$ cat src/rtl/pc_sequencer_if.sv
// Instruction- and data-memory handshake bundle between the sequencer and the memories.
// The master side is the sequencer; the slave side is the memory system.
interface pc_sequencer_if;
    logic        imem_req;
    logic [31:0] imem_addr;
    logic        imem_ready;
    logic [31:0] imem_rdata;
    logic        dmem_req;
    logic        dmem_ready;

    modport master (
        output imem_req,
        output imem_addr,
        output dmem_req,
        input  imem_ready,
        input  imem_rdata,
        input  dmem_ready
    );

    modport slave (
        input  imem_req,
        input  imem_addr,
        input  dmem_req,
        output imem_ready,
        output imem_rdata,
        output dmem_ready
    );
endinterface

$ cat src/rtl/pc_sequencer.sv
// Multi-cycle instruction sequencer: owns the PC, drives memory handshakes, computes next PC
// and issues the register-file write strobe once per completed instruction.
//
// state   | meaning
// --------+-----------------------------------------------------------------
// RESET   | idle after reset release, moves to FETCH on the next edge
// FETCH   | imem_req high, waits for imem_ready, latches the instruction
// DECODE  | one cycle for the decoder to settle on the latched instruction
// EXECUTE | samples decode flags, registers next PC
// MEM     | dmem_req high, waits for dmem_ready (loads/stores only)
// WB      | rf_we strobe, PC update, or halt on a misaligned target
// HALT    | absorbing; only reset leaves it
module pc_sequencer #(
    parameter logic [31:0] RESET_PC = 32'h0000_0000
) (
    input  logic                 clk,
    input  logic                 rst_n,
    pc_sequencer_if.master       bus,
    output logic [31:0]          o_instr,
    input  logic                 i_is_branch,
    input  logic                 i_branch_taken,
    input  logic                 i_is_jump,
    input  logic                 i_is_jalr,
    input  logic                 i_is_load,
    input  logic                 i_is_store,
    input  logic                 i_rd_writes,
    input  logic [31:0]          i_immed,
    input  logic [31:0]          i_rs1_data,
    output logic [31:0]          o_pc,
    output logic [31:0]          o_pc_plus4,
    output logic                 o_rf_we,
    output logic                 o_halted,
    output logic [2:0]           o_state
);

    typedef enum logic [2:0] {
        S_RESET   = 3'd0,
        S_FETCH   = 3'd1,
        S_DECODE  = 3'd2,
        S_EXECUTE = 3'd3,
        S_MEM     = 3'd4,
        S_WB      = 3'd5,
        S_HALT    = 3'd6
    } state_t;

    state_t      r_state;
    state_t      w_state_nxt;
    logic [31:0] r_pc;
    logic [31:0] r_instr;
    logic [31:0] r_next_pc;
    logic        r_halted;
    logic        r_wb_en;
    logic [31:0] w_target;
    logic        w_aligned;

    always_comb begin
        w_target = r_pc + 32'd4;
        if (i_is_jalr)
            w_target = (i_rs1_data + i_immed) & ~32'h1;
        else if (i_is_jump || (i_is_branch && i_branch_taken))
            w_target = r_pc + i_immed;
    end

    assign w_aligned = (r_next_pc[1:0] == 2'b00);

    always_comb begin
        w_state_nxt = r_state;
        case (r_state)
            S_RESET:   w_state_nxt = S_FETCH;
            S_FETCH:   if (bus.imem_ready) w_state_nxt = S_DECODE;
            S_DECODE:  w_state_nxt = S_EXECUTE;
            S_EXECUTE: w_state_nxt = (i_is_load || i_is_store) ? S_MEM : S_WB;
            S_MEM:     if (bus.dmem_ready) w_state_nxt = S_WB;
            S_WB:      w_state_nxt = w_aligned ? S_FETCH : S_HALT;
            S_HALT:    w_state_nxt = S_HALT;
            default:   w_state_nxt = S_RESET;
        endcase
    end

    always_ff @(posedge clk or negedge rst_n) begin
        if (!rst_n) begin
            r_state   <= S_RESET;
            r_pc      <= RESET_PC;
            r_instr   <= '0;
            r_next_pc <= '0;
            r_halted  <= 1'b0;
            r_wb_en   <= 1'b0;
        end else begin
            r_state <= w_state_nxt;
            if (r_state == S_FETCH && bus.imem_ready)
                r_instr <= bus.imem_rdata;
            // Write-enable is captured with the other decode flags so WB does not depend on them.
            if (r_state == S_EXECUTE) begin
                r_next_pc <= w_target;
                r_wb_en   <= i_rd_writes & ~i_is_store;
            end
            if (r_state == S_WB) begin
                if (w_aligned)
                    r_pc <= r_next_pc;
                else
                    r_halted <= 1'b1;
            end
        end
    end

    assign bus.imem_req  = (r_state == S_FETCH);
    assign bus.imem_addr = r_pc;
    assign bus.dmem_req  = (r_state == S_MEM);
    assign o_rf_we       = (r_state == S_WB) && r_wb_en && w_aligned;
    assign o_instr       = r_instr;
    assign o_pc          = r_pc;
    assign o_pc_plus4    = r_pc + 32'd4;
    assign o_halted      = r_halted;
    assign o_state       = r_state;

endmodule

$ cat src/flat_wrapper.sv
// flat-port wrapper written by rule: the top's interface ports become plain ports
module pc_sequencer_flat 
#(
    parameter logic [31:0] RESET_PC = 32'h0000_0000
)
  (clk, rst_n, o_instr, i_is_branch, i_branch_taken, i_is_jump, i_is_jalr, i_is_load, i_is_store, i_rd_writes, i_immed, i_rs1_data, o_pc, o_pc_plus4, o_rf_we, o_halted, o_state, bus_imem_req, bus_imem_addr, bus_dmem_req, bus_imem_ready, bus_imem_rdata, bus_dmem_ready);
  pc_sequencer_if bus_i ();
  input  logic clk;
  input  logic rst_n;
  output logic [31:0] o_instr;
  input  logic i_is_branch;
  input  logic i_branch_taken;
  input  logic i_is_jump;
  input  logic i_is_jalr;
  input  logic i_is_load;
  input  logic i_is_store;
  input  logic i_rd_writes;
  input  logic [31:0] i_immed;
  input  logic [31:0] i_rs1_data;
  output logic [31:0] o_pc;
  output logic [31:0] o_pc_plus4;
  output logic o_rf_we;
  output logic o_halted;
  output logic [2:0] o_state;
  output wire logic [$bits(bus_i.imem_req)-1:0] bus_imem_req;
  output wire logic [$bits(bus_i.imem_addr)-1:0] bus_imem_addr;
  output wire logic [$bits(bus_i.dmem_req)-1:0] bus_dmem_req;
  input wire logic [$bits(bus_i.imem_ready)-1:0] bus_imem_ready;
  input wire logic [$bits(bus_i.imem_rdata)-1:0] bus_imem_rdata;
  input wire logic [$bits(bus_i.dmem_ready)-1:0] bus_dmem_ready;
  assign bus_imem_req = bus_i.imem_req;
  assign bus_imem_addr = bus_i.imem_addr;
  assign bus_dmem_req = bus_i.dmem_req;
  assign bus_i.imem_ready = bus_imem_ready;
  assign bus_i.imem_rdata = bus_imem_rdata;
  assign bus_i.dmem_ready = bus_dmem_ready;
  pc_sequencer #(.RESET_PC(RESET_PC)) u_core (.clk(clk), .rst_n(rst_n), .bus(bus_i), .o_instr(o_instr), .i_is_branch(i_is_branch), .i_branch_taken(i_branch_taken), .i_is_jump(i_is_jump), .i_is_jalr(i_is_jalr), .i_is_load(i_is_load), .i_is_store(i_is_store), .i_rd_writes(i_rd_writes), .i_immed(i_immed), .i_rs1_data(i_rs1_data), .o_pc(o_pc), .o_pc_plus4(o_pc_plus4), .o_rf_we(o_rf_we), .o_halted(o_halted), .o_state(o_state));
endmodule
$ cat config.mk
export PLATFORM = sky130hd
export DESIGN_NAME = pc_sequencer_flat
export DESIGN_NICKNAME = d
export VERILOG_FILES = /design/src/rtl/pc_sequencer_if.sv /design/src/rtl/pc_sequencer.sv /design/src/flat_wrapper.sv
export SDC_FILE = /design/constraint.sdc
export NUM_CORES = 1
export LEC_CHECK = 0
export BUFFER_PORTS_ARGS = -buffer_cell sky130_fd_sc_hd__buf_2
export CORE_ASPECT_RATIO = 0.6
export CORE_MARGIN = 2
export CORE_UTILIZATION = 35
export CTS_BUF_LIST = sky130_fd_sc_hd__clkbuf_16
export CTS_CLUSTER_DIAMETER = 60
export CTS_CLUSTER_SIZE = 30
export DETAILED_ROUTE_END_ITERATION = 8
export PLACE_DENSITY_LB_ADDON = 0.12
export SLEW_MARGIN = 20
export SYNTH_ARGS = -nofsm -noshare
export SYNTH_HDL_FRONTEND = slang
export SYNTH_SLANG_ARGS = --single-unit
$ cat constraint.sdc
create_clock -name clk -period 3.3 [get_ports clk]
set_clock_uncertainty 0.05 [all_clocks]
set_input_delay 0.165 -clock clk [delete_from_list [all_inputs] [get_ports clk]]
set_output_delay 0.165 -clock clk [all_outputs]
set_load 0.01 [all_outputs]
Word-level counts from Yosys, hierarchy flattened
Index checks and enable logic that the tools add are counted.
Storage, ports and cells
  output and inout port bits: 135
  bits of input ports: 107
  word-level logic and storage cells: 38
  bits in registers: 101
Operators by class
  reduce and logical (&&, ||, !) cells: 11
  bitwise operators: 3
  mux-type cells: 7
  equality and inequality tests: 8
  $add $sub $neg: 3
Operators with widths (number)
  adder 32 bit: 2
  two-way mux 32 bit: 2
  adder 32 x 3 -> 32 bit (second input constant): 1
  case mux 3 bit (7 select lines): 1
  equality test 3 bit (second input constant): 3
  two-way mux 3 bit: 3
  equality test 3 x 2 -> 1 bit (second input constant): 2
  AND reduction 2 bit: 3
  logical AND 1 bit: 4
  != test 2 x 1 -> 1 bit (second input constant): 2
  equality test 3 x 1 -> 1 bit (second input constant): 1
  logical NOT 3 bit: 1
  logical NOT 2 bit: 1
  logical OR 1 bit: 2
  inverter 1 bit: 2
  bitwise AND 1 bit: 1
  two-way mux 1 bit: 1

Longest topological paths before layout
  word-level depth: 4
  mapped depth: 11
  depth with buffers taken out: 11

Least setup slack after synthesis
No wires, ideal clock.
  path type: register to register
  start point: reg u_core.r_pc[0], in the netlist u_core.bus.imem_addr[0]
  end point: reg u_core.r_next_pc[28]
  data arrival time: 2.867 ns
  clock period less this slack: 3.004 ns
  data required time: 3.163 ns
  path slack: 0.296 ns
  setup time: 0.087 ns
  cell stages (with the launch flop): 12
  cells stage by stage: dfrtp_1 > ha_1 > fa_1 > a21oi_1 > o221ai_1 > o2111ai_1 > a311oi_1 > or3_1 > a211o_1 > xor2_1 > nor2_1 > a211oi_2
Between the ends
  word-level cells in the longest chain between the ends: 3
Ends and longest elaborated chain
  from (decl): RTL line pc_sequencer.sv:48  | logic [31:0] r_pc;
  from (signal assigned): RTL line pc_sequencer.sv:99  | r_pc <= r_next_pc;
  adder 32 x 3 -> 32 bit / adder 32 bit (equally long branches): RTL line pc_sequencer.sv:57, pc_sequencer.sv:61
  two-way mux 32 bit *: RTL line pc_sequencer.sv:60  | else if (i_is_jump || (i_is_branch && i_branch_taken))
  two-way mux 32 bit *: RTL line pc_sequencer.sv:58  | if (i_is_jalr)
  to (signal assigned): RTL line pc_sequencer.sv:94  | r_next_pc <= w_target;
  to (decl): RTL line pc_sequencer.sv:50  | logic [31:0] r_next_pc;
Every way passes the cells marked *; elsewhere a longest branch is shown, timed or not.
A chain may end at the register's enable or synchronous reset.

Worst setup path after layout
  start point: reg u_core.r_pc[0], in the netlist u_core.bus.imem_addr[0]
  end point: reg u_core.r_next_pc[30]
Same word-level chain as after synthesis.

==> impl_metrics.json <==
{
  "status": "completed",
  "wl_met1_um": 15700,
  "critPathLaunchType": "flip-flop",
  "wl_met3_um": 2140,
  "drc": 0,
  "async_flop_share": 1.00,
  "min_period_over_period": 0.950,
  "tightest_slew_ps": 836,
  "antenna_found_initial": 0,
  "drt_iter0_drc": 607,
  "h-tree-depth": 3,
  "cts_sinks": 101,
  "pin_count": 242,
  "fmax_ghz": 0.319,
  "hpwl_um": 22200,
  "place_inst": 1439,
  "fin_crit_ps": 3140,
  "gr-total-overflow": 0,
  "n_fill_cell": 2334,
  "grt_pass1_vias": 7164,
  "ys_types": 74,
  "wl_um": 28800,
  "max_slew_margin": 0.442,
  "top_layer": "met4",
  "drive_gt1_frac": 0.325,
  "grt_usage": 0.232,
  "syn_nets": 1085,
  "grt_pass1_wl_um": 43600,
  "synthToLayoutAreaGrowth_pct": 26.7,
  "synth_xor_area_frac": 0.0806,
  "yosysWarnings": 0,
  "leakage_nw": 4.96,
  "drv_cap": 0,
  "fin_hold_ws_ps": 32.1,
  "hold_viol": 0,
  "clk_latency_ps": 360,
  "nNetsFinal": 1340,
  "ant_nets": 0,
  "grt_max_degree": 57,
  "synthSimpleGateAreaFrac": 0.147,
  "worst_setup_path_end_kind": "flip-flop",
  "num_vias": 7841,
  "path_class": "reg -> reg",
  "p_per_area_nw_per_um2": 824,
  "report.final.slew_viol_count": 0,
  "ys_seq_area_frac": 0.306,
  "synth_compound_area_frac": 0.220,
  "synth_edf_count": 0,
  "ys.flop_type": "dfrtp_1",
  "rsz0062_at_grt": "false",
  "cts_buffers": 9,
  "portBuffers": 241,
  "setup_tns_ps": 0,
  "wl_met2_um": 10600,
  "initial_core_util": 0.357,
  "clockBufferDepth": 2,
  "synthMuxAreaShare": 0.0933,
  "synthAdderAreaFrac": 0.0988,
  "finalSetupViolCount": 0,
  "antenna_cells": 0,
  "dieArea_sq_um": 24900,
  "synth_area_per_cell_sq_um": 9.04,
  "vdd_drop_max_mv": 0.332,
  "drt_first_pass_iters": 5,
  "wl_per_cell_um": 19.3,
  "vias_per_cell": 5.27,
  "die_y_um": 123,
  "path_clk_slew_ps": 70,
  "required_ps": 3510,
  "fp.dieW_um": 202,
  "hp-class": "in -> reg",
  "synth_top_family_by_area": "compound AO/OA/AOI/OAI gates",
  "crit_arrival_ps": 3350,
  "syn_area_sq_um": 8260,
  "instances_no_fill": 1489,
  "cts_tree": "yes",
  "coreArea_sq_um": 23100,
  "worstPathMaxFanout": 5,
  "place_congestion": 0.865,
  "root_buffer": "clkbuf_16",
  "synthCells": 914,
  "ys_ff_latch": 101,
  "row_count": 43
}
## what timing repair did
item | 4_1_cts | 5_1_grt
setup buffers | 0 | 0
resized for setup | 1 | 8
hold endpoints to repair | 88 | 0
hold buffers | 34 | 0
setup endpoints to repair | 3 | 6
pin swaps | 0 | 0
## placed cells by master (no fill, tap or decap), types with 10 or more instances in the layout
master,count
o22ai_1,10
a211oi_1,12
nand4_1,15
buf_4,37
nand3_1,27
nor3_1,10
o211ai_1,13
xnor2_1,46
nand2b_1,12
a21o_1,24
dlygate4sd3_1,34
nor2b_1,10
dfrtp_1,101
inv_1,15
mux2_2,60
xor2_1,30
nand2_1,91
ha_1,62
buf_2,240
a21oi_1,80
o21ai_0,51
nor2_1,43
## metal layers
| layer | global-route usage | up-vias |
|---|---|---|
| met5 | 0 | - |
| met2 | 0.292 | 292 |
| met4 | 0.0433 | 0 |
| met3 | 0.0496 | 12 |
| met1 | 0.386 | 3699 |
| li1 | - | 3838 |
## critical path, stage by stage, from the launching register on
cell and delay [ps]:
dfrtp_1 380, ha_1 240, fa_1 420, a21oi_2 210, o221ai_2 210, o2111ai_2 260
a311oi_1 160, or3_4 410, a21o_2 220, a21oi_2 140, xor2_1 80, a211oi_1 240
## flip-flops by register name, summed over array words and instances (netlist names)
register	flops
u_core.bus.imem_addr	32
u_core.o_halted	1
u_core.o_instr	32
u_core.o_state	3
u_core.r_next_pc	32
u_core.r_wb_en	1
## cell families (layout without fill, tap and decap cells)
group | after synthesis | in the layout
compound gates | 270 | 270
xor+xnor | 76 | 76
fa+ha+maj | 64 | 64
buf+inv | 83 | 343
flops | 101 | 101
mux | 69 | 69
simple gates | 251 | 251
## metrics by stage
step	utilization	area, sq um	total power [mW]	worst slack, ps
detailed placement	0.424	9800	7.44	-55.0
finish	0.452	10500	8.62	164
CTS	0.451	10400	8.61	20.6
global placement	0.424	9800	7.43	59.4
floorplan	-	8260	5.67	296
global route	0.452	10500	9.29	10.6
## final timing paths
kind | startpoint | to | slack (ps) | depth (start not counted)
max | u_core.bus.imem_addr[0] | u_core.r_next_pc[30] | 160 | 11
min | i_is_store | u_core.r_wb_en | 30 | 3
max reg2reg | u_core.bus.imem_addr[0] | u_core.r_next_pc[30] | 160 | 11
min reg2reg | u_core.r_wb_en | u_core.r_wb_en | 420 | 2
min in group asynchronous | rst_n | u_core.r_next_pc[4] | 370 | 2
max in group asynchronous | rst_n | u_core.r_next_pc[20] | 2060 | 3
## synth_stat cells (11+ instances only)
library cell  number  area share
dfrtp_1          101        0.31
a21oi_1           82       0.050
inv_1             13      0.0059
buf_4             34       0.031
nor2_1            44       0.020
xnor2_1           46       0.049
o211ai_1          13       0.012
a21o_1            24       0.022
nand2b_1          12      0.0091
o21ai_0           51       0.031
a211oi_1          13       0.012
xor2_1            30       0.032
nand4_1           15       0.011
clkbuf_1          29       0.013
nor3_1            11      0.0067
ha_1              62       0.094
nand2_1           91       0.041
mux2_2            60       0.082
nand3_1           27       0.016
## area by class of cell
cell class	instances	area [sq um]	share of cell area
Multi-Input combinational cell	730	5350	0.511
Sequential cell	101	2530	0.242
Timing Repair Buffer	313	1860	0.178
Tap cell	315	394	0.0377
Clock buffer	9	225	0.0215
Clock inverter	7	58.8	0.00562
Inverter	14	52.6	0.00502
## power by group
group          switching [mW]  internal (mW)  leakage, nW
logic                    2.94           2.31         3.59
clock network           0.507          0.579        0.147
registers               0.451           1.83         1.22
No activity file was read; power rests on OpenSTA's default activity.
